--- config.mk ---
export PLATFORM = sky130hd
export DESIGN_NAME = mux_pipe
export DESIGN_NICKNAME = d
export VERILOG_FILES = /design/src/rtl/mux_pipe.sv
export SDC_FILE = /design/constraint.sdc
export NUM_CORES = 1
export LEC_CHECK = 0
export CAP_MARGIN = 20
export CELL_PAD_IN_SITES_DETAIL_PLACEMENT = 0
export CELL_PAD_IN_SITES_GLOBAL_PLACEMENT = 2
export CORE_MARGIN = 3
export CORE_UTILIZATION = 23
export DETAILED_ROUTE_END_ITERATION = 8
export HOLD_SLACK_MARGIN = 0.02
export PLACE_DENSITY_LB_ADDON = 0.1
export SYNTH_ARGS = -nofsm -noshare
export SYNTH_HDL_FRONTEND = slang
export SYNTH_SLANG_ARGS = --single-unit
--- constraint.sdc ---
create_clock -name clk_i -period 2 [get_ports clk_i]
set_input_delay 0.5 -clock clk_i [delete_from_list [all_inputs] [get_ports clk_i]]
set_output_delay 0.5 -clock clk_i [all_outputs]
set_load 0.02 [all_outputs]
--- src/rtl/mux_pipe.sv ---
`default_nettype none
// mux_pipe: registered N:1 word mux behind a two-entry skid buffer (output + skid entry).
// Optional sticky out-of-range-select flag enabled by defining MUX_PIPE_SELERR_EN.
module mux_pipe #(
  parameter int                WIDTH       = 32,
  parameter int                NUM_IN      = 4,
  parameter logic [WIDTH-1:0]  DEFAULT_VAL = '0,
  localparam int               SEL_W       = (NUM_IN > 1) ? $clog2(NUM_IN) : 1
) (
  input  logic                      clk_i,
  input  logic                      rst_i,
  input  logic                      flush_i,
  input  logic [NUM_IN*WIDTH-1:0]   data_i,
  input  logic [SEL_W-1:0]          select_i,
  input  logic                      valid_i,
  output logic                      ready_o,
  output logic [WIDTH-1:0]          data_o,
  output logic                      valid_o,
  input  logic                      ready_i,
  output logic                      sel_err_o
);

  typedef enum logic [1:0] {
    EMPTY = 2'd0,
    ONE   = 2'd1,
    TWO   = 2'd2
  } state_t;

  state_t           state;
  logic [WIDTH-1:0] skid_data;
  logic [WIDTH-1:0] sel_word;
  logic             accept;
  logic             drain;

  assign accept = valid_i && ready_o;
  assign drain  = valid_o && ready_i;

  // Unmatched selects fall through to DEFAULT_VAL, so the output is never X.
  always_comb begin
    sel_word = DEFAULT_VAL;
    for (int k = 0; k < NUM_IN; k++) begin
      if (select_i == SEL_W'(k)) begin
        sel_word = data_i[k*WIDTH +: WIDTH];
      end
    end
  end

  always_ff @(posedge clk_i) begin
    if (!rst_i) begin
      state     <= EMPTY;
      data_o    <= '0;
      skid_data <= '0;
      valid_o   <= 1'b0;
      ready_o   <= 1'b1;
    end else if (flush_i) begin
      state   <= EMPTY;
      valid_o <= 1'b0;
      ready_o <= 1'b1;
    end else begin
      case (state)
        EMPTY: begin
          if (accept) begin
            data_o  <= sel_word;
            valid_o <= 1'b1;
            state   <= ONE;
          end
        end
        ONE: begin
          if (accept && drain) begin
            data_o <= sel_word;
          end else if (accept) begin
            // Output entry is stalled; park the new word and stop accepting.
            skid_data <= sel_word;
            ready_o   <= 1'b0;
            state     <= TWO;
          end else if (drain) begin
            valid_o <= 1'b0;
            state   <= EMPTY;
          end
        end
        TWO: begin
          if (drain) begin
            data_o  <= skid_data;
            ready_o <= 1'b1;
            state   <= ONE;
          end
        end
        default: begin
          state   <= EMPTY;
          valid_o <= 1'b0;
          ready_o <= 1'b1;
        end
      endcase
    end
  end

`ifdef MUX_PIPE_SELERR_EN
  logic sel_err;
  logic in_range;

  assign in_range  = int'(select_i) < NUM_IN;
  assign sel_err_o = sel_err;

  // Sticky until reset; flush leaves it alone.
  always_ff @(posedge clk_i) begin
    if (!rst_i) begin
      sel_err <= 1'b0;
    end else if (accept && !in_range) begin
      sel_err <= 1'b1;
    end
  end
`else
  assign sel_err_o = 1'b0;
`endif

endmodule
`default_nettype wire

==> results of run 1 <==
[logic make-up after synthesis]
kind of cell              synth area share, %
other                                   0.105
AOI/OAI and AO/OA                        19.4
and+or+nand+nor                          16.5
muxes                                    20.1
xor gates and xnor gates                0.245
buffers and inverters                    5.66
DFF                                      38.0
[power by group through the flow]
stage                     logic (mW)  registers [mW]  clock network, mW
after detailed placement       0.850            1.48                  0
after CTS                      0.854            1.46               1.56
after global routing           0.909            1.46               1.62
after global placement         0.844            1.48                  0
after floorplan                0.324            1.54                  0
final                          0.837            1.45               1.51
[routing by layer]
metal / track usage [%] / vias up / part of all wire [%]
li1: - / 1699 / -
met1: 17.6 / 1585 / 46
met2: 21.4 / 120 / 46
met3: 3.70 / 9 / 7.2
met4: 4.54 / 0 / 1.2
met5: 0 / - / 0
[worst paths after layout]
| path | from | to | slack [ns] |
|---|---|---|---|
| min | skid_data[11]$_SDFFE_PN0P_ | skid_data[11]$_SDFFE_PN0P_ | 0.45 |
| max | ready_i | skid_data[23]$_SDFFE_PN0P_ | 0.13 |
| min reg2reg | skid_data[11]$_SDFFE_PN0P_ | skid_data[11]$_SDFFE_PN0P_ | 0.45 |
| max reg2reg | state[0]$_SDFFE_PP0P_ | skid_data[23]$_SDFFE_PN0P_ | 0.29 |
[stage by stage]
stage	instances	cell area [um^2]	util, %	setup TNS [ns]
after global placement	720	5490	37.0	-9.65
after detailed placement	720	5490	37.0	-10.25
after CTS	736	5780	38.9	0
after floorplan	388	3580	-	0
after global routing	736	5780	38.9	0
final	736	5780	38.9	0
[area by class of cell]
type,instances,share of cell area (%)
clock inverter,1,0.0866
timing repair buffer,185,32.6
tap,184,3.98
multi-input combinational,283,35.0
sequential,68,23.6
clock buffer,15,4.81
[state kept, by name, indices dropped and copies added (netlist names)]
register   flops
state          2
valid_o        1
ready_o        1
skid_data     32
data_o        32
[synthesized netlist by cell type]
cell      instances
o22a_1            1
mux4_2           32
or2_1             1
buf_2            12
xor2_1            1
a211oi_1          1
a21boi_0          1
nor3b_1           1
nor2_1            2
o21ai_0          32
nand2b_1          3
o32ai_4           1
a21boi_4          1
a21boi_1         31
and2b_1           1
o21bai_1          2
buf_6             6
buf_4             1
nand3b_1          2
dfxtp_1          68
nor4b_4           1
buf_1             1
a31oi_1          32
or4b_1            1
conb_1            1
a21oi_1           3
nand2_1         132
clkbuf_1         17
[timing repair]
item,CTS,global route
endpoints found under the setup margin,0,1
hold endpoints to repair,0,0
gates resized for setup,0,1
[tightest hold or removal path: stages, from the launching register on]
cell,delay (ns)
dfxtp_1,0.30
nand2_1,0.05
a21boi_1,0.05
==> impl_metrics.json, run 1 <==
{
  "status": "finished, final reports clean",
  "setup_viol": 0,
  "synth_seq_cells": 68,
  "path_buf_inv": 2,
  "synth_top_area_share_pct": 38.0,
  "p_switching_uw": 935,
  "sw_frac_of_total_pct": 24.6,
  "rsz0062_at_grt": "no",
  "drive_above_1_share_pct": 12.5,
  "endpoint_kind": "flip-flop",
  "antenna_found_initial": 0,
  "cp.required_ns": 2.21,
  "start_util_pct": 24.1,
  "postCtsSetupRepairBufs": 0,
  "synth_cells": 388,
  "antenna_cells": 0,
  "drc": 0,
  "clock-sinks": 68,
  "crit_chain": "clkdlybuf4s50_1 > a21boi_4 > or4b_1 > buf_12 > nand2_1 > a21boi_0",
  "slowest_stage": "or4b_1",
  "first_pass_iters": 4,
  "die_area_mm2": 0.0171,
  "final.setup_skew_ns": 0.00304,
  "ys_seq_area_share_pct": 38.0,
  "crit_type": "input port to flip-flop",
  "post-place-ws_ns": -0.205,
  "synth.distinct_cells": 28,
  "fmax_ghz": 0.534,
  "final.setup.worst_slack_ns": 0.129,
  "place_congestion": 0.700,
  "yosys_warnings": 0,
  "crit_family": "buffers and inverters",
  "layout.area.seq_mm2": 0.00136,
  "grt_max_degree": 43,
  "layout_commonest_cell": "clkdlybuf4s50_1",
  "synth_top_area_cell": "dfxtp_1",
  "power_frac_seq_pct": 38.2,
  "avgViaCountPerCell": 4.64,
  "wl_per_cell_um": 15.5,
  "die_h_um": 131,
  "syn2layout_area_growth_pct": 61.3,
  "p_per_area_mw_per_mm2": 659,
  "min_period_ns": 1.87,
  "synth_nets": 523,
  "nets": 682,
  "slowest_delay_ns": 0.51,
  "slew_viol_final": 0,
  "drt-initial-drc-count": 233,
  "worst_ep_arrival_time_ns": 2.08,
  "track_usage_pct": 13.4,
  "h-tree-depth": 3,
  "max_cap_violations": 0,
  "min_period_over_period_pct": 93.6,
  "numCtsBuffers": 9,
  "synth_area_mm2": 0.00358,
  "min_path_cells": 2,
  "whs_ns": 0.450,
  "ant_nets": 0,
  "grt_pass1_wl_um": 17900,
  "power_mw": 3.81,
  "die_w_um": 131,
  "grt_overflow": 0,
  "cts_max_path_buffers": 2,
  "core_mm2": 0.0149,
  "fp-row-count": 44,
  "cts-hold-fix-buffers": 0,
  "layout_common_cells": "164 x clkdlybuf4s50_1, 132 x nand2_1, 68 x dfxtp_1",
  "vdd_drop_max_mv": 0.393,
  "wirelength_um": 11400,
  "min_path_type": "flip-flop to flip-flop",
  "reg2reg_depth": 5,
  "finalHoldViolCount": 0,
  "vias": 3413,
  "syn_area_per_cell_um2": 9.23,
  "io_buffers": 168,
  "fillers": 1471,
  "tritoncts": "done",
  "clockPowerShare_pct": 39.8,
  "multi_input_area_mm2": 0.00202,
  "first_global_vias": 3448,
  "leakagePower_nw": 2.07,
  "ios": 170,
  "hpwl_um": 8050,
  "cp-start-kind": "input port",
  "clk_latency_ns": 0.33,
  "clk_pin_slew_ns": 0.05,
  "synth_area_leaders": "dfxtp_1 38%, mux4_2 20%, nand2_1 14%",
  "p_comb_share_pct": 22.0,
  "path_max_fanout": 32,
  "intPower_mw": 2.87,
  "cp_num_cells": 6,
  "root_buffer": "clkbuf_16"
}
(Power assumes the default switching activity.)
==> inputs of run 2 (changes only) <==
--- a/config.mk
+++ b/config.mk
@@ -10,6 +10,7 @@
 export CELL_PAD_IN_SITES_GLOBAL_PLACEMENT = 2
 export CORE_MARGIN = 3
 export CORE_UTILIZATION = 23
+export CTS_CLUSTER_SIZE = 12
 export DETAILED_ROUTE_END_ITERATION = 8
 export HOLD_SLACK_MARGIN = 0.02
 export PLACE_DENSITY_LB_ADDON = 0.1
==> results of run 2 <==
Same layout as run 1: the final DEF is identical, and so are final timing and power.
